<file path="config.mk">
export PLATFORM = sky130hd
export DESIGN_NAME = mem_seq_ctrl_flat
export DESIGN_NICKNAME = d
export VERILOG_FILES = /design/src/rtl/mem_seq_ctrl_if.sv /design/src/rtl/mem_seq_ctrl.sv /design/src/flat_wrapper.sv
export SDC_FILE = /design/constraint.sdc
export NUM_CORES = 1
export LEC_CHECK = 0
export BUFFER_PORTS_ARGS = -buffer_cell sky130_fd_sc_hd__buf_2
export CORE_AREA = 2 2 77 79
export DETAILED_ROUTE_END_ITERATION = 12
export DIE_AREA = 0 0 79 81
export GPL_ROUTABILITY_DRIVEN = 0
export GPL_TIMING_DRIVEN = 1
export PLACE_DENSITY_LB_ADDON = 0.05
export SLEW_MARGIN = 15
export SYNTH_ARGS = -nofsm -noshare
export SYNTH_HDL_FRONTEND = slang
export SYNTH_SLANG_ARGS = --single-unit
</file>
<file path="constraint.sdc">
create_clock -name clk -period 2.3 [get_ports clk]
set_clock_uncertainty 0.15 [all_clocks]
set_input_delay 0.345 -clock clk [delete_from_list [all_inputs] [get_ports clk]]
set_output_delay 0.345 -clock clk [all_outputs]
set_load 0.02 [all_outputs]
</file>
<file path="src/rtl/mem_seq_ctrl_if.sv">
// rtl/mem_seq_ctrl_if.sv - request and memory bus bundle for mem_seq_ctrl
//
// Groups every signal of mem_seq_ctrl except clk and proc_rst.
//   Request side : req, op[1:0], base_addr[5:0], reg_mask[7:0], wdata[15:0]
//   Memory side  : mem_out[15:0] in; mem_addr[5:0], mem_in[15:0],
//                  mem_write_n, mem_read_n out
//   Status side  : cur_idx[2:0], rdata[15:0], rdata_valid, rd_idx[2:0],
//                  busy, done
// master : the environment (request issuer plus memory model)
// slave  : the sequencer itself
interface mem_seq_ctrl_if;
    logic        req;
    logic [1:0]  op;
    logic [5:0]  base_addr;
    logic [7:0]  reg_mask;
    logic [15:0] wdata;
    logic [15:0] mem_out;

    logic [5:0]  mem_addr;
    logic [15:0] mem_in;
    logic        mem_write_n;
    logic        mem_read_n;
    logic [2:0]  cur_idx;
    logic [15:0] rdata;
    logic        rdata_valid;
    logic [2:0]  rd_idx;
    logic        busy;
    logic        done;

    modport master (
        output req, op, base_addr, reg_mask, wdata, mem_out,
        input  mem_addr, mem_in, mem_write_n, mem_read_n, cur_idx,
               rdata, rdata_valid, rd_idx, busy, done
    );

    modport slave (
        input  req, op, base_addr, reg_mask, wdata, mem_out,
        output mem_addr, mem_in, mem_write_n, mem_read_n, cur_idx,
               rdata, rdata_valid, rd_idx, busy, done
    );
endinterface

</file>
<file path="src/rtl/mem_seq_ctrl.sv">
// rtl/mem_seq_ctrl.sv - single and load/store-multiple memory access sequencer
//
// Ports:
//   clk       : single clock, all state changes on posedge
//   proc_rst  : synchronous active-high reset
//   bus       : mem_seq_ctrl_if.slave
//                 req/op/base_addr/reg_mask accepted only in IDLE
//                 wdata feeds mem_in combinationally during a write access
//                 mem_out is captured into rdata at the end of a read access
//                 strobes, mem_addr and cur_idx are decoded from registered state
//                 busy is high outside IDLE, done pulses for the DONE cycle
//
// Operation codes: 00 single read, 01 single write, 10 load multiple,
// 11 store multiple. op[0] selects write, op[1] selects the multiple form.
// One ACCESS cycle is spent per set bit of the register mask, lowest bit
// first, with the word address incrementing modulo 64.
module mem_seq_ctrl (
    input  logic           clk,
    input  logic           proc_rst,
    mem_seq_ctrl_if.slave  bus
);

    typedef enum logic [1:0] {
        S_IDLE   = 2'd0,
        S_ACCESS = 2'd1,
        S_DONE   = 2'd2
    } state_t;

    state_t      state_q, state_d;

    logic [1:0]  op_q, op_d;
    logic [5:0]  addr_q, addr_d;
    logic [7:0]  mask_q, mask_d;
    logic [15:0] rdata_q, rdata_d;
    logic [2:0]  rd_idx_q, rd_idx_d;
    logic        rdata_valid_q, rdata_valid_d;

    // Last values driven during ACCESS, replayed on the bus in IDLE/DONE so
    // the address/data/index lines do not toggle between transfers.
    logic [5:0]  addr_hold_q, addr_hold_d;
    logic [15:0] wdata_hold_q, wdata_hold_d;
    logic [2:0]  idx_hold_q, idx_hold_d;

    logic [2:0]  low_idx;
    logic [7:0]  mask_clr;
    logic        is_read;
    logic        in_access;

    // Lowest set bit of the remaining mask; scanning from the top down lets
    // the lowest hit overwrite any higher one.
    always_comb begin
        low_idx = 3'd0;
        for (int i = 7; i >= 0; i--) begin
            if (mask_q[i]) begin
                low_idx = 3'(i);
            end
        end
    end

    assign mask_clr  = mask_q & ~(8'd1 << low_idx);
    assign is_read   = ~op_q[0];
    assign in_access = (state_q == S_ACCESS);

    // State register
    always_ff @(posedge clk) begin
        if (proc_rst) begin
            state_q <= S_IDLE;
        end else begin
            state_q <= state_d;
        end
    end

    // Next-state logic
    always_comb begin
        state_d = state_q;
        unique case (state_q)
            S_IDLE: begin
                if (bus.req) begin
                    // An empty list on a multiple op has nothing to transfer.
                    if (bus.op[1] && (bus.reg_mask == 8'd0)) begin
                        state_d = S_DONE;
                    end else begin
                        state_d = S_ACCESS;
                    end
                end
            end
            S_ACCESS: begin
                if (mask_clr == 8'd0) begin
                    state_d = S_DONE;
                end
            end
            S_DONE: begin
                state_d = S_IDLE;
            end
            default: begin
                state_d = S_IDLE;
            end
        endcase
    end

    // Datapath next values
    always_comb begin
        op_d          = op_q;
        addr_d        = addr_q;
        mask_d        = mask_q;
        rdata_d       = rdata_q;
        rd_idx_d      = rd_idx_q;
        rdata_valid_d = 1'b0;
        addr_hold_d   = addr_hold_q;
        wdata_hold_d  = wdata_hold_q;
        idx_hold_d    = idx_hold_q;

        unique case (state_q)
            S_IDLE: begin
                if (bus.req) begin
                    op_d   = bus.op;
                    addr_d = bus.base_addr;
                    // Single ops behave as a one-entry list for register 0.
                    mask_d = bus.op[1] ? bus.reg_mask : 8'h01;
                end
            end
            S_ACCESS: begin
                mask_d      = mask_clr;
                addr_d      = addr_q + 6'd1;
                addr_hold_d = addr_q;
                idx_hold_d  = low_idx;
                if (is_read) begin
                    // Memory samples the read strobe on the negedge, so
                    // mem_out is settled by the posedge closing this cycle.
                    rdata_d       = bus.mem_out;
                    rd_idx_d      = low_idx;
                    rdata_valid_d = 1'b1;
                end else begin
                    wdata_hold_d = bus.wdata;
                end
            end
            default: begin
            end
        endcase
    end

    // Datapath registers
    always_ff @(posedge clk) begin
        if (proc_rst) begin
            op_q          <= 2'd0;
            addr_q        <= 6'd0;
            mask_q        <= 8'd0;
            rdata_q       <= 16'd0;
            rd_idx_q      <= 3'd0;
            rdata_valid_q <= 1'b0;
            addr_hold_q   <= 6'd0;
            wdata_hold_q  <= 16'd0;
            idx_hold_q    <= 3'd0;
        end else begin
            op_q          <= op_d;
            addr_q        <= addr_d;
            mask_q        <= mask_d;
            rdata_q       <= rdata_d;
            rd_idx_q      <= rd_idx_d;
            rdata_valid_q <= rdata_valid_d;
            addr_hold_q   <= addr_hold_d;
            wdata_hold_q  <= wdata_hold_d;
            idx_hold_q    <= idx_hold_d;
        end
    end

    // Output decode from registered state
    always_comb begin
        bus.mem_read_n  = ~(in_access & is_read);
        bus.mem_write_n = ~(in_access & ~is_read);
        bus.mem_addr    = in_access ? addr_q : addr_hold_q;
        bus.cur_idx     = in_access ? low_idx : idx_hold_q;
        bus.mem_in      = (in_access && !is_read) ? bus.wdata : wdata_hold_q;
        bus.rdata       = rdata_q;
        bus.rd_idx      = rd_idx_q;
        bus.rdata_valid = rdata_valid_q;
        bus.busy        = (state_q != S_IDLE);
        bus.done        = (state_q == S_DONE);
    end

endmodule

</file>
<file path="src/flat_wrapper.sv">
// flat-port wrapper written by rule: the top's interface ports become plain ports
module mem_seq_ctrl_flat 
  (clk, proc_rst, bus_req, bus_op, bus_base_addr, bus_reg_mask, bus_wdata, bus_mem_out, bus_mem_addr, bus_mem_in, bus_mem_write_n, bus_mem_read_n, bus_cur_idx, bus_rdata, bus_rdata_valid, bus_rd_idx, bus_busy, bus_done);
  mem_seq_ctrl_if bus_i ();
  input  logic clk;
  input  logic proc_rst;
  input wire logic [$bits(bus_i.req)-1:0] bus_req;
  input wire logic [$bits(bus_i.op)-1:0] bus_op;
  input wire logic [$bits(bus_i.base_addr)-1:0] bus_base_addr;
  input wire logic [$bits(bus_i.reg_mask)-1:0] bus_reg_mask;
  input wire logic [$bits(bus_i.wdata)-1:0] bus_wdata;
  input wire logic [$bits(bus_i.mem_out)-1:0] bus_mem_out;
  output wire logic [$bits(bus_i.mem_addr)-1:0] bus_mem_addr;
  output wire logic [$bits(bus_i.mem_in)-1:0] bus_mem_in;
  output wire logic [$bits(bus_i.mem_write_n)-1:0] bus_mem_write_n;
  output wire logic [$bits(bus_i.mem_read_n)-1:0] bus_mem_read_n;
  output wire logic [$bits(bus_i.cur_idx)-1:0] bus_cur_idx;
  output wire logic [$bits(bus_i.rdata)-1:0] bus_rdata;
  output wire logic [$bits(bus_i.rdata_valid)-1:0] bus_rdata_valid;
  output wire logic [$bits(bus_i.rd_idx)-1:0] bus_rd_idx;
  output wire logic [$bits(bus_i.busy)-1:0] bus_busy;
  output wire logic [$bits(bus_i.done)-1:0] bus_done;
  assign bus_i.req = bus_req;
  assign bus_i.op = bus_op;
  assign bus_i.base_addr = bus_base_addr;
  assign bus_i.reg_mask = bus_reg_mask;
  assign bus_i.wdata = bus_wdata;
  assign bus_i.mem_out = bus_mem_out;
  assign bus_mem_addr = bus_i.mem_addr;
  assign bus_mem_in = bus_i.mem_in;
  assign bus_mem_write_n = bus_i.mem_write_n;
  assign bus_mem_read_n = bus_i.mem_read_n;
  assign bus_cur_idx = bus_i.cur_idx;
  assign bus_rdata = bus_i.rdata;
  assign bus_rdata_valid = bus_i.rdata_valid;
  assign bus_rd_idx = bus_i.rd_idx;
  assign bus_busy = bus_i.busy;
  assign bus_done = bus_i.done;
  mem_seq_ctrl u_core (.clk(clk), .proc_rst(proc_rst), .bus(bus_i));
endmodule
</file>
==> impl_results.md <==
* Outcome: complete, no violations
* # fillers at 556
* Critical path arrival at 1700 ps
* Max Cap Viol at 0
* Sink Count at 62
* Core region area at 0.00568 mm²
* Hold Buf Count CTS at 0
* Global-route usage over all layers at 19.5%
* Crit-path max FO at 8
* Routed WL at 6180 µm
* Max_slew headroom at 64.6%
* Routed Antenna Nets at 0
* P&R area growth vs syn at 27.6%
* Via density at 4.89
* FF-to-FF setup slack at 570 ps
* Largest net degree at the start of global routing at 22
* CP max stage delay at 410 ps
* Crit. End Element: primary output
* Pleak at 1.69 nW
* Fin nets at 465
* VDD IR-drop max at 0.405 mV
* Post-Syn Area at 0.00270 mm²
* Synth Area in Adders at 0.463%
* Share of layout cells above drive strength 1 at 36.1%
* Hold path depth at 3
* Initial core utilization at 47.6%
* Number of flops mapped to enable cells by yosys at 0
* Drt drc at 0
* Tcrit/Tclk final at 95.4%
* Area leader, netlist: dfxtp_1
* Crit-path cells: nor4_4, a21boi_1, nand2_1, nand2_1, buf_2
* Post-placement worst setup slack at 382 ps
* Hold worst-path end: u_core.bus.rdata[15]
* Synth Flop Type: dfxtp_1
* Synth Warn # at 0
* Final setup violation count at 0
* Crit path time final at 2190 ps
* Total CTS buffers at 9
* Compound-gate portion of the synthesized area at 16.1%
* Post-synthesis sequential area ratio at 45.9%
* Worst r2r path cells at 6
* Top-area cell type share of the netlist area at 45.9%
* Critical R2R Launch: u_core.state_q[1]
* Max Slew Vio Count at 0
* Die W at 79 µm
* Critical Path RT at 1800 ps
* Xor/xnor cell area share of the yosys netlist at 0.324%
* Total power at 0.00247 W
* Vias at 2409
* Fmax at 456 MHz
* Routed WL per cell at 12.5 µm
* Hold crit path type: in -> reg
* Post-synthesis mux area share at 9.12%
* CTS tree: yes
* Slack of the critical path at 106 ps
* Fin. Hold Viols at 0
* Main combinational cell family by area after synthesis: simple AND/OR/NAND/NOR gates
* Reg2reg end: u_core.bus.rdata[7]
* Clk root buf: clkbuf_8
* Cell area power density at 717 mW/mm²
* Kind of critical path: reg -> out
* Area contributors post-synth: dfxtp_1, nand2_1, a21oi_1, mux2_4, and2_1
* Mean Syn Cell Area at 8.66 µm²
* Total grt overflow at 0
* Critical path launch point type: register
* Synth unique cells at 43
* Setup TNS Final at 0 ps
* HP Start: bus_mem_out[15]
* Measured slew at the worst slew-check pin at 530 ps
* Clock slew at reported path FFs at 80 ps
* Post-Syn Nets at 364
* Synth Register Bits at 62
* First-pass GRT wire length at 9640 µm
* Simple-Gate Fraction of Synth Area at 22.2%
* Most common cell after layout, fill and taps aside: buf_2
* Final Util at 60.8%
* Die height at 81 µm
* Die ar. at 0.00640 mm²
* Max Buffers Root-to-Sink at 2
* Async S/R FF share, synth at 0%
* Cells after Synth at 312
* Vias in the first global route at 2079
* Most frequent cells in the layout: buf_2, nand2_1, dfxtp_1
* Hpwl dp at 4450 µm
* Initial antenna violation count at 0
* Drt first pass iters at 4
* Initial detailed-routing violation count at 128
* H-tree depth at 3
* Slowest-stage cell, CP: dfxtp_1
* Io pins at 100
* Cell Rows at 28
* Cell mode on critical path: nand2_1
* Antenna diode count at 0
* # port buffers at 99
* RSZ-0062 raised after global routing: true
* Clk_lat worst skew at 330 ps
-- layout make-up --
type	instances	area, µm²	share of cell area (%)
Tap cell	75	93.8	2.72
Multi-Input combinational cell	220	1300	37.8
Timing Repair Buffer	111	586	17.0
Inverter	9	33.8	0.980
Sequential cell	62	1240	36.0
Clock buffer	10	128	3.70
Clock inverter	6	62.6	1.81
-- worst max path at each step --
stage / start / to / slack (ps) / cells after the start
2_1_floorplan: u_core.state_q[1] / bus_mem_in[15] / 580 / 6
3_3_place_gp: u_core.state_q[1] / bus_mem_in[13] / 400 / 4
3_5_place_dp: u_core.state_q[1] / bus_mem_in[14] / 380 / 4
4_1_cts: u_core.state_q[1] / bus_mem_in[14] / 20 / 4
5_1_grt: u_core.mask_q[0] / bus_cur_idx[2] / -30 / 5
6_report: u_core.mask_q[0] / bus_cur_idx[2] / 110 / 5
-- worst max-delay path: cells and delay by family (launching register included) --
family                 cells  cell delay (ps)
and+or+nand+nor            3              530
AOI/OAI and AO/OA          1              250
buffers and inverters      1              180
DFF                        1              410
-- timing repair --
item                       4_1_cts  5_1_grt
resized for setup                0        3
hold endpoints to repair         0        0
setup endpoints to repair        0       23
buffers inserted                 0        2
-- registers in the layout (all words and copies together), names as in the netlist --
| signal | cells |
|---|---|
| u_core.addr_hold_q | 6 |
| u_core.addr_q | 6 |
| u_core.bus.rd_idx | 3 |
| u_core.bus.rdata | 16 |
| u_core.bus.rdata_valid | 1 |
| u_core.idx_hold_q | 3 |
| u_core.mask_q | 8 |
| u_core.op_q | 1 |
| u_core.state_q | 2 |
| u_core.wdata_hold_q | 16 |
-- cell usage after synthesis (2+ instances only) --
cell      count
nand2_1      65
dfxtp_1      62
a21oi_1      35
nor2_1       24
and2_1       18
o21ai_0      10
inv_1         9
mux2_2        9
mux2_4        9
clkbuf_1      8
a22oi_1       7
buf_2         7
buf_6         4
nand3_1       4
o211ai_1      4
nor2b_1       3
a21boi_0      2
a21o_1        2
and3_1        2
buf_4         2
nor3_1        2
nor4_1        2
o31ai_1       2
-- metrics by stage --
stage / area (µm²) / hold slack [ps] / std cells
after CTS: 3430 / 69.5 / 491
after floorplan: 2700 / 294 / 312
after global routing: 3450 / 73.3 / 493
after global placement: 3240 / 289 / 475
final: 3450 / 90.6 / 493
after detailed placement: 3240 / 296 / 475
-- layer usage --
metal,track usage [%],share of wire (%)
met2,30.0,47
met4,8.79,0.63
met3,6.00,6.6
met5,0,0
met1,25.2,46
-- cell families (layout without fill, tap and decap cells) --
logic type,after synthesis,count (layout)
and+or+nand+nor,128,128
AOI/OAI and AO/OA,71,71
DFF,62,62
buffers and inverters,30,136
muxes,19,19
adders and majority gates,1,1
xor gates and xnor gates,1,1
-- power breakdown --
group / total [W] / switching, W / internal (W)
Combinational: 0.000387 / 0.000222 / 0.000165
Sequential: 0.00116 / 0.0000395 / 0.00112
Clock: 0.000924 / 0.000425 / 0.000499
Total: 0.00247 / 0.000686 / 0.00179
No activity file was read; power rests on OpenSTA's default activity.
